==> config.mk <==
export PLATFORM = sky130hd
export DESIGN_NAME = ram256x8_loader
export DESIGN_NICKNAME = d
export VERILOG_FILES = /design/src/rtl/ram256x8_loader.sv
export SDC_FILE = /design/constraint.sdc
export NUM_CORES = 1
export LEC_CHECK = 0
export BUFFER_PORTS_ARGS = -buffer_cell sky130_fd_sc_hd__buf_2
export CORE_UTILIZATION = 36
export CTS_CLUSTER_SIZE = 10
export DETAILED_ROUTE_END_ITERATION = 6
export GPL_TIMING_DRIVEN = 0
export RECOVER_POWER = 50
export SYNTH_ARGS = -nofsm -noshare
export SYNTH_HDL_FRONTEND = slang
export SYNTH_SLANG_ARGS = --single-unit
export TNS_END_PERCENT = 5
==> constraint.sdc <==
create_clock -name RWCLK -period 7.4 [get_ports RWCLK]
set_clock_uncertainty 0.1 [all_clocks]
set_input_delay 0.74 -clock RWCLK [delete_from_list [all_inputs] [get_ports RWCLK]]
set_output_delay 0.74 -clock RWCLK [all_outputs]
set_load 0.05 [all_outputs]
==> src/rtl/ram256x8_loader.sv <==
// Byte-stream loader for a 256x8 RAM: writes a handshaked stream to addresses 0..LEN-1,
// keeps an additive checksum, and optionally reads the region back to verify it.
module ram256x8_loader #(
  parameter bit VERIFY_EN = 1'b1
) (
  input  logic       RWCLK,
  input  logic       RESET,
  input  logic       START,
  input  logic [8:0] LEN,
  input  logic [7:0] DIN,
  input  logic       DIN_VALID,
  output logic       DIN_READY,
  output logic       WEN,
  output logic [7:0] WADDR,
  output logic [7:0] WD,
  output logic       REN,
  output logic [7:0] RADDR,
  input  logic [7:0] RD,
  output logic       BUSY,
  output logic       DONE,
  output logic       ERR,
  output logic [7:0] CSUM
);

  typedef enum logic [2:0] {
    StIdle, StLoad, StWflush, StVerify, StCheck, StFin
  } state_e;

  state_e     state_q, state_d;
  logic [8:0] len_q, len_d;
  logic [8:0] cnt_q, cnt_d;
  logic [7:0] csum_q, csum_d;
  logic [7:0] vsum_q, vsum_d;
  logic       rvld_q, rvld_d;
  logic       din_ready_q, din_ready_d;
  logic       wen_q, wen_d;
  logic [7:0] waddr_q, waddr_d;
  logic [7:0] wd_q, wd_d;
  logic       ren_q, ren_d;
  logic [7:0] raddr_q, raddr_d;
  logic       busy_q, busy_d;
  logic       done_q, done_d;
  logic       err_q, err_d;
  logic [7:0] vsum_final;

  // The last read's data is folded in while comparing, so CHECK needs no extra capture cycle.
  assign vsum_final = vsum_q + RD;

  always_comb begin
    state_d     = state_q;
    len_d       = len_q;
    cnt_d       = cnt_q;
    csum_d      = csum_q;
    vsum_d      = vsum_q;
    rvld_d      = ren_q;
    din_ready_d = din_ready_q;
    wen_d       = 1'b0;
    waddr_d     = waddr_q;
    wd_d        = wd_q;
    ren_d       = 1'b0;
    raddr_d     = raddr_q;
    done_d      = 1'b0;
    err_d       = err_q;

    case (state_q)
      StIdle: begin
        if (START) begin
          if (LEN != 9'd0 && LEN <= 9'd256) begin
            len_d       = LEN;
            csum_d      = 8'd0;
            vsum_d      = 8'd0;
            err_d       = 1'b0;
            cnt_d       = 9'd0;
            din_ready_d = 1'b1;
            state_d     = StLoad;
          end else begin
            err_d  = 1'b1;
            done_d = 1'b1;
          end
        end
      end
      StLoad: begin
        if (DIN_VALID && din_ready_q) begin
          wen_d   = 1'b1;
          waddr_d = cnt_q[7:0];
          wd_d    = DIN;
          csum_d  = csum_q + DIN;
          cnt_d   = cnt_q + 9'd1;
          // 9-bit compare so LEN=256 ends on count, not on the 8-bit address wrapping.
          if (cnt_q + 9'd1 == len_q) begin
            din_ready_d = 1'b0;
            state_d     = StWflush;
          end
        end
      end
      StWflush: begin
        if (VERIFY_EN) begin
          ren_d   = 1'b1;
          raddr_d = 8'd0;
          cnt_d   = 9'd1;
          state_d = StVerify;
        end else begin
          state_d = StFin;
        end
      end
      StVerify: begin
        if (rvld_q) begin
          vsum_d = vsum_q + RD;
        end
        if (cnt_q == len_q) begin
          state_d = StCheck;
        end else begin
          ren_d   = 1'b1;
          raddr_d = cnt_q[7:0];
          cnt_d   = cnt_q + 9'd1;
        end
      end
      StCheck: begin
        vsum_d  = vsum_final;
        err_d   = (vsum_final != csum_q);
        state_d = StFin;
      end
      StFin: begin
        done_d  = 1'b1;
        state_d = StIdle;
      end
      default: state_d = StIdle;
    endcase

    busy_d = (state_d != StIdle);
  end

  always_ff @(posedge RWCLK or negedge RESET) begin
    if (!RESET) begin
      state_q     <= StIdle;
      len_q       <= 9'd0;
      cnt_q       <= 9'd0;
      csum_q      <= 8'd0;
      vsum_q      <= 8'd0;
      rvld_q      <= 1'b0;
      din_ready_q <= 1'b0;
      wen_q       <= 1'b0;
      waddr_q     <= 8'd0;
      wd_q        <= 8'd0;
      ren_q       <= 1'b0;
      raddr_q     <= 8'd0;
      busy_q      <= 1'b0;
      done_q      <= 1'b0;
      err_q       <= 1'b0;
    end else begin
      state_q     <= state_d;
      len_q       <= len_d;
      cnt_q       <= cnt_d;
      csum_q      <= csum_d;
      vsum_q      <= vsum_d;
      rvld_q      <= rvld_d;
      din_ready_q <= din_ready_d;
      wen_q       <= wen_d;
      waddr_q     <= waddr_d;
      wd_q        <= wd_d;
      ren_q       <= ren_d;
      raddr_q     <= raddr_d;
      busy_q      <= busy_d;
      done_q      <= done_d;
      err_q       <= err_d;
    end
  end

  assign DIN_READY = din_ready_q;
  assign WEN       = wen_q;
  assign WADDR     = waddr_q;
  assign WD        = wd_q;
  assign REN       = ren_q;
  assign RADDR     = raddr_q;
  assign BUSY      = busy_q;
  assign DONE      = done_q;
  assign ERR       = err_q;
  assign CSUM      = csum_q;

endmodule

==> flow_metrics.env, run 1 <==
export IMPL_synthCells=382
export IMPL_syn_mean_instance_area_sq_um=10.1
export IMPL_use_met1=0.237
export IMPL_fin_setup_tns_ns=0
export IMPL_worstReg2RegEnd="BUSY"
export IMPL_postCtsSetupRepairBufs=0
export IMPL_core_region_area_sq_mm=0.0104
export IMPL_clock_power_share=0.225
export IMPL_final_layout_size_suffix_gt1_frac=0.235
export IMPL_pwr_share_seq=0.362
export IMPL_tightest_slew_ns=3.69
export IMPL_final_common_cell="dfrtp_1"
export IMPL_die_w_um=106
export IMPL_cts_sinks=68
export IMPL_switching_power_mw=0.557
export IMPL_final_cells=599
export IMPL_holdBufCountCts=0
export IMPL_drtAntennaViolNets=0
export IMPL_grt_overflow_total=0
export IMPL_p_int_mw=0.788
export IMPL_layout_nets=505
export IMPL_synth_area_sq_mm=0.00386
export IMPL_synth_nets=428
export IMPL_ys_warn_count=0
export IMPL_io_buffers=66
export IMPL_path_max_fanout=68
export IMPL_core_rowCount=37
export IMPL_switching_share=0.414
export IMPL_syn2layout_area_growth_pct=17.3
export IMPL_routed_via_density=5.18
export IMPL_async_reset_ff_frac=1.00
export IMPL_grt_use_met3=0.0315
export IMPL_rsz0062_at_grt="no"
export IMPL_layout_common_cells="68 x dfrtp_1, 53 x buf_2, 43 x nand2_1, 30 x clkbuf_1, 26 x mux2_2"
export IMPL_synth_edf_count=0
export IMPL_cts_htree_levels=3
export IMPL_min_from="REN"
export IMPL_clkTransAtPathRegs_ns=0.07
export IMPL_slowest_delay_ns=2.54
export IMPL_drv_slew=69
export IMPL_synthFlopType="dfrtp_1"
export IMPL_fmax_mhz=260
export IMPL_wl_mm=9.09
export IMPL_place_congestion=0.876
export IMPL_dieArea_sq_mm=0.0112
export IMPL_ir_drop_mv=0.214
export IMPL_holdWs_ns=0.282
export IMPL_crit_path_cell_trace="clkbuf_1"
export IMPL_grt_busiest_layer="met2"
export IMPL_worst_r2r_setup_slack_ns=4.47
export IMPL_min_period_ns=3.84
export IMPL_drv_cap=1
export IMPL_hold_viol=0
export IMPL_drc=0
export IMPL_dp_cells=584
export IMPL_hold_depth=0
export IMPL_arrival_ns=3.34
export IMPL_post_route_period_util=0.519
export IMPL_path_buf_inv=1
export IMPL_io_pins=67
export IMPL_crit_path_start_kind="primary input"
export IMPL_grt_usage=0.177
export IMPL_antenna_found_initial=0
export IMPL_hold_class="reg -> reg"
export IMPL_cts_tree="yes"
export IMPL_critical_path_depth=1
export IMPL_yosys_register_bits=68
export IMPL_grt_use_met2=0.281
export IMPL_start_util=0.373
export IMPL_status="finished, violations left"
export IMPL_grt_pass1_wl_mm=15.4
export IMPL_clk_insertion_delay_late_ns=0.34
export IMPL_cts_path_max_buffers=2
export IMPL_rr_worst_depth=8
export IMPL_violations="max-capacitance violations, max-slew violations"
export IMPL_grt_pass1_vias=3076
export IMPL_cp_end_kind="async pin"
export IMPL_setup_viol=0
export IMPL_via_count=3104
export IMPL_nFillCells=1038
export IMPL_wl_per_cell_um=15.2
export IMPL_cp_top_family="buffers and inverters"
export IMPL_power_density_mw_per_mm2=297
export IMPL_drtIter0Drc=97
export IMPL_cp_data_required_time_ns=6.90
export IMPL_num_antenna_cells=0
export IMPL_p_comb_frac=0.414
export IMPL_ys_seq_area_frac=0.440
export IMPL_die_height_um=106
export IMPL_grt_start_max_net_pins=69
export IMPL_critPathKind="in -> async"
export IMPL_synth_cell_types=56
export IMPL_power_leakage_nw=2.07
export IMPL_hpwlAfterDp_mm=6.89
export IMPL_numCtsBuffers=9
export IMPL_min_to="rvld_q"
export IMPL_crit_reg2reg_launch="cnt_q[0]"
export IMPL_critPathSlowestCell="clkbuf_1"
export IMPL_cts_root_buffer="clkbuf_8"
export IMPL_max_slew_margin=-1.46
export IMPL_dr_pass1_iters=4
export IMPL_post_cts_resized=0
[worst max-delay path by stage]
stage / start / to / slack, ns
after CTS: cnt_q[0] / BUSY / 4.47
final: RESET / WD[7] / 3.56
after detailed placement: RD[0] / ERR / 4.28
after global placement: RD[0] / ERR / 4.33
after floorplan: RD[0] / ERR / 4.74
after global routing: RESET / WEN / 2.74
[metal layers]
| metal | vias up | part of all wire |
|---|---|---|
| met4 | 0 | 0.013 |
| met1 | 1493 | 0.47 |
| met5 | - | 0 |
| met2 | 69 | 0.47 |
| met3 | 10 | 0.044 |
| li1 | 1532 | - |
[through the flow]
stage | instance area (sq um) | worst slack [ns] | utilization | total power, mW
floorplan | 3860 | 4.74 | - | 0.915
global placement | 4370 | 4.33 | 0.421 | 1.04
detailed placement | 4370 | 4.28 | 0.421 | 1.05
CTS | 4560 | 4.47 | 0.440 | 1.36
global route | 4530 | 2.74 | 0.437 | 1.44
finish | 4530 | 3.56 | 0.437 | 1.34
[synthesized netlist by cell type, types with 5 or more instances]
cell type  instances  area share
mux2_2            26       0.076
a21oi_1           12       0.016
o21ai_1           11       0.014
nor2_1            20       0.019
o31ai_1            5      0.0097
ha_1              15       0.049
clkbuf_1          11       0.011
xnor2_1           17       0.039
xor2_1            17       0.039
dfrtp_1           68        0.44
a21o_1             8       0.016
nor3_1             7      0.0091
o211ai_1           5      0.0097
o21ai_0           23       0.030
nand3_1           13       0.017
buf_2              5      0.0065
inv_1              6      0.0058
nand2_1           43       0.042
[cell type report]
| cell class | count | area, sq um | area share |
|---|---|---|---|
| Multi-Input combinational cell | 289 | 2050 | 0.453 |
| Sequential cell | 68 | 1700 | 0.375 |
| Timing Repair Buffer | 66 | 308 | 0.0679 |
| Tap cell | 136 | 170 | 0.0375 |
| Clock buffer | 11 | 141 | 0.0312 |
| Buffer | 18 | 85.1 | 0.0188 |
| Clock inverter | 4 | 50.0 | 0.0110 |
| Inverter | 7 | 26.3 | 0.00579 |
[power by group through the flow]
stage	clock network [mW]	logic [mW]	registers, mW
4_1_cts	0.312	0.563	0.488
3_3_place_gp	0	0.551	0.493
2_1_floorplan	0	0.293	0.622
6_report	0.302	0.556	0.486
5_1_grt	0.328	0.612	0.496
3_5_place_dp	0	0.560	0.495
[sequential cells by signal, summed over array words and instances (netlist names), 3 cells and up]
| signal | cells |
|---|---|
| WD | 8 |
| cnt_q | 9 |
| RADDR | 8 |
| state_q | 3 |
| len_q | 9 |
| vsum_q | 8 |
| CSUM | 8 |
| WADDR | 8 |
[logic make-up after synthesis]
logic type,after synthesis,share of synthesized area
muxes,30,0.0861
DFF,68,0.440
adders and majority gates,17,0.0589
AOI/OAI and AO/OA,89,0.151
and+or+nand+nor,119,0.158
xor gates and xnor gates,34,0.0770
buffers and inverters,25,0.0288
No activity file was read; power rests on OpenSTA's default activity.
==> run 2, diff against run 1 <==
ABC_AREA = 1   (was default)
clock period = 3.1 ns   (was 7.4 ns; I/O delays follow)
==> run 2 against run 1 <==
Effect of this change: the run still ends with max-capacitance violations, max-slew violations left; synthesized cell count increased by 45%; first-iteration DRC count increased by 39%; critical path depth increased by 10; synthesized area increased by 6.0%.
==> flow_metrics.env, run 2 <==
export IMPL_status="finished, violations left"
export IMPL_violations="max-capacitance violations, max-slew violations"
export IMPL_antenna_found_initial=0
export IMPL_min_from="DIN[7]"
export IMPL_ys_seq_area_frac=0.415
export IMPL_io_buffers=66
export IMPL_synth_area_sq_mm=0.00410
export IMPL_max_slew_margin=-0.179
export IMPL_dieArea_sq_mm=0.0118
export IMPL_synth_nets=598
export IMPL_clkTransAtPathRegs_ns=0.06
export IMPL_async_reset_ff_frac=1.00
export IMPL_layout_nets=675
export IMPL_cts_sinks=68
export IMPL_num_antenna_cells=0
export IMPL_reg_top3="cnt_q x9, len_q x9"
export IMPL_drtAntennaViolNets=0
export IMPL_drv_cap=1
export IMPL_post_route_period_util=0.724
export IMPL_hold_viol=0
export IMPL_grt_pass1_wl_mm=17.1
export IMPL_cts_tree="yes"
export IMPL_final_common_cell="nand2_1"
export IMPL_pre_cts_ws_ns=0.807
export IMPL_synthFlopType="dfrtp_1"
export IMPL_yosys_area_top_type="dfrtp_1"
export IMPL_drv_slew=69
export IMPL_finalPower_mw=4.72
export IMPL_hold_class="in -> reg"
export IMPL_core_rowCount=38
export IMPL_syn_mean_instance_area_sq_um=7.42
export IMPL_cts_root_buffer="clkbuf_16"
export IMPL_synthTopCellsByArea="dfrtp_1 42%, nand2_1 20%, inv_1 5.5%, ha_1 4.6%, nand3_1 4.3%"
export IMPL_worst_r2r_setup_slack_ns=0.86
export IMPL_grt_start_max_net_pins=69
export IMPL_rr_worst_depth=11
export IMPL_synth_edf_count=0
export IMPL_crit_path_start_kind="register"
export IMPL_drtIter0Drc=135
export IMPL_hpwlAfterDp_mm=7.97
export IMPL_grt_overflow_total=0
export IMPL_place_congestion=0.901
export IMPL_post_cts_resized=0
export IMPL_power_leakage_nw=2.61
export IMPL_syn2layout_area_growth_pct=18.4
export IMPL_path_max_fanout=3
export IMPL_synthCells=552
export IMPL_synth_top_area_frac=0.415
export IMPL_fmax_mhz=446
export IMPL_die_height_um=109
export IMPL_layout_common_cells="222 x nand2_1, 68 x dfrtp_1, 60 x inv_1, 50 x buf_2, 35 x nand3_1"
export IMPL_final_layout_size_suffix_gt1_frac=0.166
export IMPL_die_w_um=109
export IMPL_cp_data_required_time_ns=3.23
export IMPL_final_cells=773
export IMPL_wl_per_cell_um=13.5
export IMPL_clk_insertion_delay_late_ns=0.34
export IMPL_place_area_sq_mm=0.00461
export IMPL_dr_pass1_iters=4
export IMPL_ir_drop_mv=0.564
export IMPL_min_to="WD[7]"
export IMPL_critPathKind="reg -> reg"
export IMPL_synth_most_common_cell="nand2_1"
export IMPL_grt_pass1_vias=3625
export IMPL_rsz0062_at_grt="no"
export IMPL_start_util=0.373
export IMPL_power_density_mw_per_mm2=973
export IMPL_wl_mm=10.4
export IMPL_drc=0
export IMPL_synth_top_cells_by_count="222 x nand2_1, 68 x dfrtp_1, 60 x inv_1, 35 x nand3_1, 32 x o21ai_0"
export IMPL_tightest_slew_ns=1.77
export IMPL_nFillCells=1142
export IMPL_cts_htree_levels=3
export IMPL_yosys_register_bits=68
export IMPL_fin_area_sq_mm=0.00485
export IMPL_numCtsBuffers=9
export IMPL_holdBufCountCts=0
export IMPL_dp_cells=758
export IMPL_ys_warn_count=0
export IMPL_core_region_area_sq_mm=0.0110
export IMPL_synth_cell_types=33
export IMPL_arrival_ns=2.37
export IMPL_cts_path_max_buffers=2
export IMPL_setup_viol=0
export IMPL_worstReg2RegEnd="ERR"
export IMPL_via_count=3697
export IMPL_postCtsSetupRepairBufs=0
export IMPL_worst_slack_ns=0.857
export IMPL_grt_usage=0.189
export IMPL_crit_reg2reg_launch="vsum_q[0]"
export IMPL_min_period_ns=2.24
export IMPL_hold_depth=3
export IMPL_routed_via_density=4.78
export IMPL_io_pins=67
export IMPL_cp_end_kind="register"
export IMPL_fin_setup_tns_ns=0
## run 2: critical path: stages, from the launching register on
cell and delay [ns]:
dfrtp_1 0.38, ha_1 0.22, fa_1 0.45, xnor2_1 0.25, xor2_1 0.17, nand2_1 0.06
nor2_1 0.13, nand2_1 0.07, nor2_1 0.09, nand2_1 0.08, nand2_1 0.07, nand2_1 0.05
## run 2: worst max path at each step
| stage | from | endpoint | depth (start not counted) |
|---|---|---|---|
| after floorplan | CSUM[0] | CSUM[6] | 9 |
| after CTS | vsum_q[0] | ERR | 11 |
| after detailed placement | RD[0] | ERR | 12 |
| final | vsum_q[0] | ERR | 11 |
| after global routing | vsum_q[0] | ERR | 11 |
| after global placement | RD[0] | ERR | 12 |
## run 2: kinds of logic after synthesis
logic type	after synthesis	share of synthesized area
compound gates	57	0.0803
xor+xnor	15	0.0357
fa+ha+maj	17	0.0556
buf+inv	79	0.0864
flops	68	0.415
simple gates	316	0.327
## run 2: cell type report
type                    count  area [sq um]  share of cell area
plain buffers              12           103              0.0212
clock buffers              13           260              0.0536
clock inverters             2          10.0             0.00206
inverters                  67           251              0.0518
multi-input cells         405          2040               0.421
flip-flops and latches     68          1700               0.351
well taps                 140           175              0.0361
repair buffers             66           308              0.0635
## run 2: power by group
group	internal, mW	total [mW]	switching (mW)
combinational	0.726	2.39	1.66
sequential	1.16	1.38	0.220
clock	0.578	0.950	0.372
total	2.47	4.72	2.25
## run 2: stage by stage
| stage | hold WS (ns) | utilization |
|---|---|---|
| floorplan | -0.0856 | - |
| global placement | 0.258 | 0.419 |
| detailed placement | 0.254 | 0.419 |
| CTS | 0.0408 | 0.444 |
| global route | 0.110 | 0.442 |
| finish | 0.103 | 0.442 |
## run 2: routing by layer
layer  share of wire  global-route usage  vias up
li1                -                   -     1892
met1            0.45               0.231     1707
met2            0.50               0.325       83
met3           0.041              0.0389       15
met4           0.015              0.0724        0
met5               0                   0        -
